File: config.mk
export PLATFORM = sky130hd
export DESIGN_NAME = mem_req_arbiter_rr
export DESIGN_NICKNAME = d
export VERILOG_FILES = /design/src/rtl/mem_arb_pkg.sv /design/src/rtl/rr_pick_onehot.sv /design/src/rtl/mem_req_arbiter_rr.sv
export SDC_FILE = /design/constraint.sdc
export NUM_CORES = 1
export LEC_CHECK = 0
export ABC_CLOCK_PERIOD_IN_PS = 19000
export CAP_MARGIN = 20
export CELL_PAD_IN_SITES_DETAIL_PLACEMENT = 1
export CELL_PAD_IN_SITES_GLOBAL_PLACEMENT = 1
export CORE_MARGIN = 5
export CORE_UTILIZATION = 44
export DETAILED_ROUTE_END_ITERATION = 10
export HOLD_SLACK_MARGIN = 0.05
export PLACE_DENSITY_LB_ADDON = 0.1
export SLEW_MARGIN = 20
export SYNTH_ARGS = -nofsm -noshare
export SYNTH_HDL_FRONTEND = slang
export SYNTH_SLANG_ARGS = --single-unit
File: constraint.sdc
create_clock -name clk -period 19 [get_ports clk]
set_input_delay 2.85 -clock clk [delete_from_list [all_inputs] [get_ports clk]]
set_output_delay 2.85 -clock clk [all_outputs]
set_load 0.01 [all_outputs]
File: src/rtl/mem_arb_pkg.sv
// Shared definitions for the memory request arbiter.
//   NUM_SRC_MAX  : largest supported requester count
//   CNT_W        : width of the statistics counters
//   sat_add_min  : token bucket update, min(cap, max(level - sub, 0) + add), computed without wrap
package mem_arb_pkg;

   localparam int unsigned NUM_SRC_MAX = 16;
   localparam int unsigned CNT_W       = 32;

   // Operands are zero-extended to 32 bits by the caller. The sum is formed in 33 bits so a
   // level near the top of its range plus the refill cannot wrap before the ceiling is applied.
   function automatic logic [31:0] sat_add_min(input logic [31:0] level,
                                                input logic [31:0] sub,
                                                input logic [31:0] add,
                                                input logic [31:0] cap);
      logic [32:0] rem;
      logic [32:0] sum;
      rem = (sub > level) ? 33'd0 : ({1'b0, level} - {1'b0, sub});
      sum = rem + {1'b0, add};
      return (sum > {1'b0, cap}) ? cap : sum[31:0];
   endfunction

endpackage

File: src/rtl/rr_pick_onehot.sv
// Round-robin picker: scans req_i starting at ptr_i (wrapping) and returns the first set bit.
//   req_i  : request vector
//   ptr_i  : index with highest priority this cycle, must be < N
//   gnt_o  : one-hot grant, zero when no request
//   idx_o  : index of the granted bit
//   any_o  : at least one request present
module rr_pick_onehot #(
   parameter int unsigned N     = 4,
   parameter int unsigned IDX_W = 2
) (
   input  logic [N-1:0]     req_i,
   input  logic [IDX_W-1:0] ptr_i,
   output logic [N-1:0]     gnt_o,
   output logic [IDX_W-1:0] idx_o,
   output logic             any_o
);

   always_comb begin
      logic [IDX_W-1:0] j_idx;
      gnt_o = '0;
      idx_o = '0;
      any_o = 1'b0;
      j_idx = '0;
      for (int unsigned k = 0; k < N; k++) begin
         j_idx = IDX_W'((32'(ptr_i) + k) % N);
         if (!any_o && req_i[j_idx]) begin
            any_o        = 1'b1;
            gnt_o[j_idx] = 1'b1;
            idx_o        = j_idx;
         end
      end
   end

endmodule

File: src/rtl/mem_req_arbiter_rr.sv
// N-source round-robin arbiter feeding a single registered memory request port.
// DRAM requests are admitted through a byte token bucket; sources waiting at least
// cfg_starve_limit cycles are promoted ahead of the round-robin order.
// Ports:
//   clk, reset_n                    clock, asynchronous active-low reset
//   src_valid/is_dram/size/ready    per-source request handshake (size flattened, SIZE_W each)
//   out_valid/is_dram/size/src_id   registered merged request, out_ready from the consumer
//   cfg_enable_tokens               0 disables DRAM gating and holds the bucket full
//   cfg_tokens_per_cycle            bucket refill per cycle
//   cfg_token_capacity              bucket ceiling
//   cfg_starve_limit                wait cycles before promotion, 0 disables promotion
//   tokens_level                    current bucket level
//   grant_cnt                       per-source accepted grants, 32 bits each
//   token_stall_cycles              cycles with a valid DRAM source blocked only by tokens
//   contention_events               arbitration cycles with two or more eligible sources
module mem_req_arbiter_rr
   import mem_arb_pkg::*;
#(
   parameter int unsigned NUM_SRC  = 4,
   parameter int unsigned SIZE_W   = 16,
   parameter int unsigned TOK_W    = 16,
   parameter int unsigned WAIT_W   = 8,
   parameter int unsigned SRC_ID_W = 4
) (
   input  logic                      clk,
   input  logic                      reset_n,
   input  logic [NUM_SRC-1:0]        src_valid,
   input  logic [NUM_SRC-1:0]        src_is_dram,
   input  logic [NUM_SRC*SIZE_W-1:0] src_size,
   output logic [NUM_SRC-1:0]        src_ready,
   output logic                      out_valid,
   output logic                      out_is_dram,
   output logic [SIZE_W-1:0]         out_size,
   output logic [SRC_ID_W-1:0]       out_src_id,
   input  logic                      out_ready,
   input  logic                      cfg_enable_tokens,
   input  logic [7:0]                cfg_tokens_per_cycle,
   input  logic [TOK_W-1:0]          cfg_token_capacity,
   input  logic [WAIT_W-1:0]         cfg_starve_limit,
   output logic [TOK_W-1:0]          tokens_level,
   output logic [NUM_SRC*CNT_W-1:0]  grant_cnt,
   output logic [CNT_W-1:0]          token_stall_cycles,
   output logic [CNT_W-1:0]          contention_events
);

   localparam int unsigned PTR_W = (NUM_SRC > 1) ? $clog2(NUM_SRC) : 1;
   localparam int unsigned NEL_W = $clog2(NUM_SRC_MAX + 1);

   // State
   logic                active_q;
   logic                out_valid_q, out_valid_d;
   logic                out_is_dram_q, out_is_dram_d;
   logic [SIZE_W-1:0]   out_size_q, out_size_d;
   logic [SRC_ID_W-1:0] out_src_id_q, out_src_id_d;
   logic [PTR_W-1:0]    rr_ptr_q, rr_ptr_d;
   logic [TOK_W-1:0]    tokens_q, tokens_d;
   logic [WAIT_W-1:0]   wait_q [NUM_SRC];
   logic [WAIT_W-1:0]   wait_d [NUM_SRC];
   logic [CNT_W-1:0]    grant_cnt_q [NUM_SRC];
   logic [CNT_W-1:0]    grant_cnt_d [NUM_SRC];
   logic [CNT_W-1:0]    stall_q, stall_d;
   logic [CNT_W-1:0]    cont_q, cont_d;

   // Arbitration
   logic [31:0]         tok32, cap32, sub32;
   logic [31:0]         size32 [NUM_SRC];
   logic [NUM_SRC-1:0]  elig, tok_blocked, starve, rr_gnt, gnt;
   logic [PTR_W-1:0]    rr_idx, starve_idx, gnt_idx;
   logic [NEL_W-1:0]    n_elig;
   logic                rr_any, starve_any, can_load, arb_en, grant_any;

   always_comb begin
      tok32       = 32'(tokens_q);
      cap32       = 32'(cfg_token_capacity);
      elig        = '0;
      tok_blocked = '0;
      starve      = '0;
      n_elig      = '0;
      for (int unsigned i = 0; i < NUM_SRC; i++) begin
         size32[i] = 32'(src_size[i*SIZE_W +: SIZE_W]);
         // Oversize requests go through once the bucket is full, otherwise they never could.
         elig[i] = src_valid[i] & (~src_is_dram[i] | ~cfg_enable_tokens | (tok32 >= size32[i]) |
                                   ((size32[i] > cap32) & (tok32 == cap32)));
         tok_blocked[i] = src_valid[i] & src_is_dram[i] & cfg_enable_tokens & ~elig[i];
         starve[i] = elig[i] & (cfg_starve_limit != '0) & (wait_q[i] >= cfg_starve_limit);
         n_elig    = n_elig + NEL_W'(elig[i]);
      end
   end

   // Starvation path: lowest index wins.
   always_comb begin
      starve_idx = '0;
      starve_any = |starve;
      for (int i = NUM_SRC - 1; i >= 0; i--) begin
         if (starve[i]) starve_idx = PTR_W'(i);
      end
   end

   rr_pick_onehot #(
      .N     (NUM_SRC),
      .IDX_W (PTR_W)
   ) u_rr_pick (
      .req_i (elig),
      .ptr_i (rr_ptr_q),
      .gnt_o (rr_gnt),
      .idx_o (rr_idx),
      .any_o (rr_any)
   );

   assign can_load  = ~out_valid_q | out_ready;
   // No grants until the bucket has been loaded on the first edge after reset.
   assign arb_en    = can_load & active_q;
   assign gnt_idx   = starve_any ? starve_idx : rr_idx;
   assign gnt       = starve_any ? (NUM_SRC'(1) << starve_idx) : rr_gnt;
   assign grant_any = arb_en & (starve_any | rr_any);
   assign src_ready = grant_any ? gnt : '0;

   always_comb begin
      out_valid_d   = out_valid_q;
      out_is_dram_d = out_is_dram_q;
      out_size_d    = out_size_q;
      out_src_id_d  = out_src_id_q;
      rr_ptr_d      = rr_ptr_q;
      sub32         = '0;
      tokens_d      = tokens_q;
      stall_d       = stall_q;
      cont_d        = cont_q;

      if (can_load) out_valid_d = grant_any;
      if (grant_any) begin
         out_is_dram_d = src_is_dram[gnt_idx];
         out_size_d    = src_size[32'(gnt_idx)*SIZE_W +: SIZE_W];
         out_src_id_d  = SRC_ID_W'(gnt_idx);
         rr_ptr_d      = (gnt_idx == PTR_W'(NUM_SRC - 1)) ? '0 : gnt_idx + 1'b1;
      end

      if (!active_q || !cfg_enable_tokens) begin
         tokens_d = cfg_token_capacity;
      end else begin
         // An oversize grant consumes whatever is in the bucket.
         if (grant_any && src_is_dram[gnt_idx]) begin
            sub32 = (size32[gnt_idx] > tok32) ? tok32 : size32[gnt_idx];
         end
         tokens_d = TOK_W'(sat_add_min(tok32, sub32, 32'(cfg_tokens_per_cycle), cap32));
      end

      if (active_q && (|tok_blocked)) stall_d = stall_q + 1'b1;
      if (arb_en && (n_elig >= NEL_W'(2))) cont_d = cont_q + 1'b1;

      for (int unsigned i = 0; i < NUM_SRC; i++) begin
         grant_cnt_d[i] = grant_cnt_q[i] + CNT_W'(src_ready[i]);
         if (!src_valid[i] || src_ready[i]) begin
            wait_d[i] = '0;
         end else if (wait_q[i] != '1) begin
            wait_d[i] = wait_q[i] + 1'b1;
         end else begin
            wait_d[i] = wait_q[i];
         end
      end
   end

   always_ff @(posedge clk or negedge reset_n) begin
      if (!reset_n) begin
         active_q      <= 1'b0;
         out_valid_q   <= 1'b0;
         out_is_dram_q <= 1'b0;
         out_size_q    <= '0;
         out_src_id_q  <= '0;
         rr_ptr_q      <= '0;
         tokens_q      <= '0;
         stall_q       <= '0;
         cont_q        <= '0;
         for (int unsigned i = 0; i < NUM_SRC; i++) begin
            wait_q[i]      <= '0;
            grant_cnt_q[i] <= '0;
         end
      end else begin
         active_q      <= 1'b1;
         out_valid_q   <= out_valid_d;
         out_is_dram_q <= out_is_dram_d;
         out_size_q    <= out_size_d;
         out_src_id_q  <= out_src_id_d;
         rr_ptr_q      <= rr_ptr_d;
         tokens_q      <= tokens_d;
         stall_q       <= stall_d;
         cont_q        <= cont_d;
         for (int unsigned i = 0; i < NUM_SRC; i++) begin
            wait_q[i]      <= wait_d[i];
            grant_cnt_q[i] <= grant_cnt_d[i];
         end
      end
   end

   assign out_valid          = out_valid_q;
   assign out_is_dram        = out_is_dram_q;
   assign out_size           = out_size_q;
   assign out_src_id         = out_src_id_q;
   assign tokens_level       = tokens_q;
   assign token_stall_cycles = stall_q;
   assign contention_events  = cont_q;

   always_comb begin
      grant_cnt = '0;
      for (int unsigned i = 0; i < NUM_SRC; i++) begin
         grant_cnt[i*CNT_W +: CNT_W] = grant_cnt_q[i];
      end
   end

endmodule

== Yosys cells after proc, flatten, opt, wreduce, memory -nomap -nowiden ==
Cells that the tools add are included.

* Flip-flop bits (word level): 263
* Bits of input ports: 108

* Add/subtract/negate cells: 19
* Order comparisons: 26
* Equality and inequality tests: 6
* Shift-type cells: 2
* Mux-type cells: 55
* Bitwise operators: 58
* Reductions and logical operators: 31

{| class="wikitable"
|+ Operators by type and width
! operator !! count
|-
| two-way mux 32 bit || 5
|-
| adder 32 x 1 -> 32 bit || 4
|-
| adder 32 x 1 -> 32 bit, second input constant || 2
|-
| binary-select mux 32 bit (select 2 bit) || 1
|-
| greater-or-equal comparator 16 bit || 4
|-
| greater-than comparator 16 bit || 4
|-
| greater-than comparator 32 x 16 -> 1 bit || 2
|-
| two-way mux 8 bit || 8
|-
| indexed part select 64 x 7 -> 16 bit || 1
|-
| adder 33 x 8 -> 33 bit || 1
|-
| greater-than comparator 33 x 16 -> 1 bit || 1
|-
| two-way mux 33 bit || 1
|-
| subtractor 16 x 32 -> 33 bit || 1
|-
| adder 8 x 1 -> 8 bit, second input constant || 4
|-
| greater-or-equal comparator 8 bit || 4
|-
| two-way mux 16 bit || 2
|-
| inequality test 8 bit, second input constant || 4
|-
| bitwise AND 1 bit || 30
|-
| two-way mux 4 bit || 6
|-
| two-way mux 2 bit || 10
|-
| equality test 16 bit || 1
|-
| < comparator 2 x 3 -> 1 bit, second input constant || 5
|-
| OR 1 bit || 14
|-
| two-way mux 1 bit || 13
|-
| 21 further kinds || 69
|}

== Longest topological paths before layout ==
* Depth after elaboration: 32
* Mapped depth: 70
* Gate-level depth less buffers: 64

== Hierarchy ==
A second synthesis with hierarchy kept.

* Cells, all modules: 1957
* Area, all modules: 18820.6 um^2

{| class="wikitable"
|+ Modules (own cells, without submodules)
! module !! times used !! cells each !! area an instance (um^2)
|-
| mem_req_arbiter_rr || 1 || 1912 || 18398.9
|-
| rr_pick_onehot || 1 || 45 || 421.7
|}

== Worst setup path after synthesis ==
OpenSTA, ideal clock, no wires.

* Path type: input to register
* Start: in cfg_token_capacity[1]
* End: reg tokens_q[10], in the netlist tokens_level[10]
* Library setup time: 0.125 ns
* Arrival: 14.747 ns
* Required time: 18.875 ns
* Setup slack: 4.129 ns
* Stages on the path: 65
* Path buffers: 7
* Path through: inv_1 -> ha_1 -> nor2b_1 -> o211ai_1 -> a2111oi_0 -> or4b_1 -> a22oi_2 -> a22oi_1 -> o21a_1 -> buf_2 -> nor4b_2 -> o221ai_2 -> buf_4 -> buf_2 -> mux2i_1 -> ha_1 -> a21o_1 -> a21o_1 -> [29 not listed] -> a21oi_1 -> o21bai_1 -> a21o_1 -> a21o_1 -> and3_1 -> nor3b_1 -> xor2_1 -> nor2_1 -> ha_1 -> a211oi_1 -> nand3_1 -> a31oi_1 -> o2111ai_1 -> o21bai_1 -> o21bai_1 -> a21oi_1 -> buf_2 -> mux2_2

* Cells in the longest elaborated chain, start to end: 31
* Elaborated cells on any way between the ends: 73

{| class="wikitable"
|+ Ends and longest elaborated chain
! what !! line !! source
|-
| start: declaration || mem_req_arbiter_rr.sv:38 || <nowiki>input logic [TOK_W-1:0] cfg_token_capacity,</nowiki>
|-
| greater-than comparator 16 bit or equality test 16 bit (tied branches) || mem_req_arbiter_rr.sv:83 || <nowiki>((size32[i] > cap32) & (tok32 == cap32)));</nowiki>
|-
| bitwise AND 1 bit || mem_req_arbiter_rr.sv:83 ||
|-
| OR 1 bit || mem_req_arbiter_rr.sv:82 || <nowiki>elig[i] = src_valid[i] & (~src_is_dram[i] | ~cfg_enable_tokens | (tok32 >= size32[i]) |</nowiki>
|-
| bitwise AND 1 bit || mem_req_arbiter_rr.sv:82 ||
|-
| binary-select mux 1 bit (select 2 bit) || rr_pick_onehot.sv:26 || <nowiki>if (!any_o && req_i[j_idx]) begin</nowiki>
|-
| two-way mux 1 bit (not written as such) || rr_pick_onehot.sv:26 ||
|-
| two-way mux 1 bit || rr_pick_onehot.sv:26 ||
|-
| logical NOT 1 bit || rr_pick_onehot.sv:26 ||
|-
| [16 not listed] || n/a ||
|-
| two-way mux 32 bit || mem_req_arbiter_rr.sv:137 || <nowiki>if (!active_q || !cfg_enable_tokens) begin</nowiki>
|-
| subtractor 16 x 32 -> 33 bit or greater-than comparator 32 x 16 -> 1 bit (tied branches) || mem_arb_pkg.sv:18 || <nowiki>rem = (sub > level) ? 33'd0 : ({1'b0, level} - {1'b0, sub});</nowiki>
|-
| two-way mux 33 bit || mem_arb_pkg.sv:18 ||
|-
| adder 33 x 8 -> 33 bit || mem_arb_pkg.sv:19 || <nowiki>sum = rem + {1'b0, add};</nowiki>
|-
| greater-than comparator 33 x 16 -> 1 bit || mem_arb_pkg.sv:20 || <nowiki>return (sum > {1'b0, cap}) ? cap : sum[31:0];</nowiki>
|-
| two-way mux 16 bit (*) || mem_arb_pkg.sv:20 ||
|-
| two-way mux 16 bit (*) || mem_req_arbiter_rr.sv:137 ||
|-
| via tokens_d[10] || mem_req_arbiter_rr.sv:56 || <nowiki>logic [TOK_W-1:0] tokens_q, tokens_d;</nowiki>
|-
| end signal: assignment || mem_req_arbiter_rr.sv:184 || <nowiki>tokens_q <= tokens_d;</nowiki>
|-
| end: declaration || mem_req_arbiter_rr.sv:56 ||
|}

Mark *: on every way through the listed nets, which the timed path passes. The rest lies on a longest branch. The select of a mux whose other input is x is not followed.
A chain may end at the register's enable or synchronous reset.

== Final worst setup path ==
* Start: in src_size[38]
* End: reg tokens_q[11], in the netlist tokens_level[11]

* Cells in the longest elaborated chain, start to end: 31
* Elaborated cells on any way between the ends: 55

{| class="wikitable"
|+ Ends and longest elaborated chain
! what !! line !! source
|-
| start: declaration || mem_req_arbiter_rr.sv:29 || <nowiki>input logic [NUM_SRC*SIZE_W-1:0] src_size,</nowiki>
|-
| greater-or-equal comparator 16 bit or greater-than comparator 16 bit (tied branches) || mem_req_arbiter_rr.sv:82, mem_req_arbiter_rr.sv:83 ||
|-
| OR 1 bit or bitwise AND 1 bit (tied branches) || mem_req_arbiter_rr.sv:82, mem_req_arbiter_rr.sv:83 ||
|-
| OR 1 bit || mem_req_arbiter_rr.sv:82 ||
|-
| bitwise AND 1 bit || mem_req_arbiter_rr.sv:82 ||
|-
| binary-select mux 1 bit (select 2 bit) || rr_pick_onehot.sv:26 ||
|-
| two-way mux 1 bit (not written as such) || rr_pick_onehot.sv:26 ||
|-
| two-way mux 1 bit || rr_pick_onehot.sv:26 ||
|-
| logical NOT 1 bit || rr_pick_onehot.sv:26 ||
|-
| [16 not listed] || n/a ||
|-
| two-way mux 32 bit (*) || mem_req_arbiter_rr.sv:137 ||
|-
| subtractor 16 x 32 -> 33 bit or greater-than comparator 32 x 16 -> 1 bit (tied branches) || mem_arb_pkg.sv:18 ||
|-
| two-way mux 33 bit (*) || mem_arb_pkg.sv:18 ||
|-
| adder 33 x 8 -> 33 bit (*) || mem_arb_pkg.sv:19 ||
|-
| greater-than comparator 33 x 16 -> 1 bit || mem_arb_pkg.sv:20 ||
|-
| two-way mux 16 bit (*) || mem_arb_pkg.sv:20 ||
|-
| two-way mux 16 bit (*) || mem_req_arbiter_rr.sv:137 ||
|-
| via tokens_d[11] || mem_req_arbiter_rr.sv:56 ||
|}

Marked as above.

==> out/metrics.cfg <==
[critical_path]
worst_path_max_delay_cell=o31ai_1
crit_fanout=26
path_buf_inv=7
cp.required_ps=19450
path_delay_family=compound AO/OA/AOI/OAI gates
slowest_delay_ps=910
crit_start=src_size[38]
critPathLaunchType=primary input
worstPathArrival_ps=17720
r2r-start=tokens_level[6]
path_class=in2reg
end_kind=flip-flop

[cts]
cts_sinks=263
cts_max_path_buffers=3
cts_tree=built
clkLatencyLatePin_ps=580
clock-root-buffer=clkbuf_16
cts-htree-levels=1
cts_setup_buffers=0
postCtsResizedCells=0
path_clk_slew_ps=60
cts_made_buffers=31
cts_hold_buf=0

[placement]
gp_routability_congestion=0.9090
port_buffers=339
dp_hpwl_um=52350

[global_route]
grt_max_degree=121
grt_pass1_vias=17750
grt_pass1_wl_um=101300
overflow=0
antenna_found_initial=3
grt_usage=0.2733

[power_and_ir_drop]
power_mw=3.727
power_density_nw_per_um2=158.7
ir_drop_mv=0.1613
p_leak_nw=11.05

[sta]
slew_headroom=0.2707
fin_crit_sh=0.9089
final.min_clock_period_ps=17270
skew_ps=13.01
maxClockFrequency_mhz=57.91
setup_tns_ps=0
rsz0062_at_grt=false
setup_viol=0
hold_viol=0
worst_pin_slew_ps=1085
maxSlewViolCount=0

[logic_synthesis]
ys_types=80
ys_ff_latch=263
synth_area_per_cell_um2=9.641
synth_edf_count=0
yosysWarnings=0
synth_top_area_cell=dfrtp_1
yosysTopAreaCellShare=0.3561
synth_cells=1917
synth.area.top_cells=dfrtp_1 36%, ha_1 16%, xnor2_1 7.5%
async_reset_ff_frac=1.000
synthFlopType=dfrtp_1
syn_area_um2=18480
yosysSeqAreaShare=0.3561

[floorplan]
boundaryPins=342
start_util=0.4426
placementRows=75
die_area_um2=46210
core_area_um2=41760
die_w_um=215.0
die_h_um=215.0

[route]
avgViaCountPerCell=5.664
firstDrtPassIters=5
drt_wl_total_um=64820
drcViolationCount=0
route.detailed.wl_per_inst_um=22.85
routed-via-count=16070
drtIter0Drc=1054
ant_nets=0

[min_path]
hp-class=reg2reg
min_from=grant_cnt[127]

[job]
max_cap_violations=0

[run_status]
status=finished clean

[layout]
final_nets=2620
final_cell_mix=338 x clkdlybuf4s50_1, 263 x dfrtp_1, 239 x ha_1, 158 x xnor2_1, 153 x nand2_1
syn_to_final_growth_pct=27.02
drive_above_1_share=0.04839
mostFrequentLayoutCell=clkdlybuf4s50_1

==> where the power goes <==
part / total [mW] / internal (mW) / switching [mW] / leakage (nW)
logic: 2.35 / 0.983 / 1.37 / 7.03
registers: 0.792 / 0.643 / 0.149 / 3.53
clock network: 0.585 / 0.339 / 0.246 / 0.492
total: 3.73 / 1.96 / 1.76 / 11.1
==> metrics by stage <==
stage	cells	utilization	setup WS, ps	hold slack (ps)	cell area [um2]
floorplan	1918	-	4129	503.9	18490
CTS	2833	0.5619	1952	474.0	23460
global route	2837	0.5622	644.5	481.3	23480
detailed placement	2775	0.5379	1442	464.9	22460
finish	2837	0.5622	1731	467.3	23480
global placement	2775	0.5379	1923	460.1	22460
==> synth_stat cells (all sizes together) (13+ instances only) <==
master,instances
dfrtp,263
ha,239
xnor2,158
nand2,153
inv,136
nand3,132
nor2,107
a21oi,80
xor2,75
nand4,57
mux2i,56
and3,55
o21ai,52
mux2,31
a21o,29
nor2b,22
nand2b,20
and2,17
a211oi,16
nor3,16
o221ai,16
clkbuf,15
buf,14
nor3b,13
==> final cells by class <==
| type | count | area [um2] |
|---|---|---|
| flip-flops and latches | 263 | 6581 |
| fillers | 4699 | 18280 |
| clock buffers | 46 | 892.1 |
| inverters | 136 | 510.5 |
| repair buffers | 347 | 3462 |
| diodes | 4 | 10.01 |
| clock inverters | 12 | 106.4 |
| well taps | 539 | 674.4 |
| multi-input cells | 1490 | 11240 |
==> kinds of logic (layout without fill, tap and decap cells) <==
| kind of cell | count (synthesis) | after routing | synth area share |
|---|---|---|---|
| and+or+nand+nor | 639 | 639 | 0.1777 |
| AOI/OAI and AO/OA | 285 | 285 | 0.1037 |
| DFF | 263 | 263 | 0.3561 |
| adders and majority gates | 243 | 243 | 0.1661 |
| xor gates and xnor gates | 233 | 233 | 0.1104 |
| buffers and inverters | 165 | 541 | 0.03615 |
| muxes | 87 | 87 | 0.04942 |
| other | 2 | 7 | 0.0004063 |
==> worst reg2reg max path: cells and delay by family, from the launching register on <==
family	cells	cell delay, ps
xor gates and xnor gates	1	260
buffers and inverters	5	770
DFF	1	680
muxes	3	890
AOI/OAI and AO/OA	36	8480
and+or+nand+nor	11	1950
adders and majority gates	6	1960
==> routing by layer <==
metal  share of wire  global-route usage  vias to the layer above
li1                -                   -                     7532
met1            0.43              0.3478                     8028
met2            0.48              0.4732                      397
met3           0.049             0.04208                      112
met4           0.040             0.09856                        0
met5               0                   0                        -
==> final timing paths <==
kind                                    endpoint  slack [ps]  depth (start not counted)
max                             tokens_level[11]        1730                         64
min                               grant_cnt[127]         470                          1
max reg2reg                     tokens_level[11]        3920                         62
min reg2reg                       grant_cnt[127]         470                          1
max in group asynchronous  contention_events[31]       14510                          3
min in group asynchronous              wait_q[9]        2370                          1
==> registers in the layout, indices dropped and copies added, names as in the netlist <==
name and cells:
rr_ptr_q 2, out_size 16, contention_events 32, wait_q 32, out_valid 1, grant_cnt 128
out_is_dram 1, token_stall_cycles 32, tokens_level 16, active_q 1, out_src_id 2
Note: power is estimated with default switching activity, not from simulation.
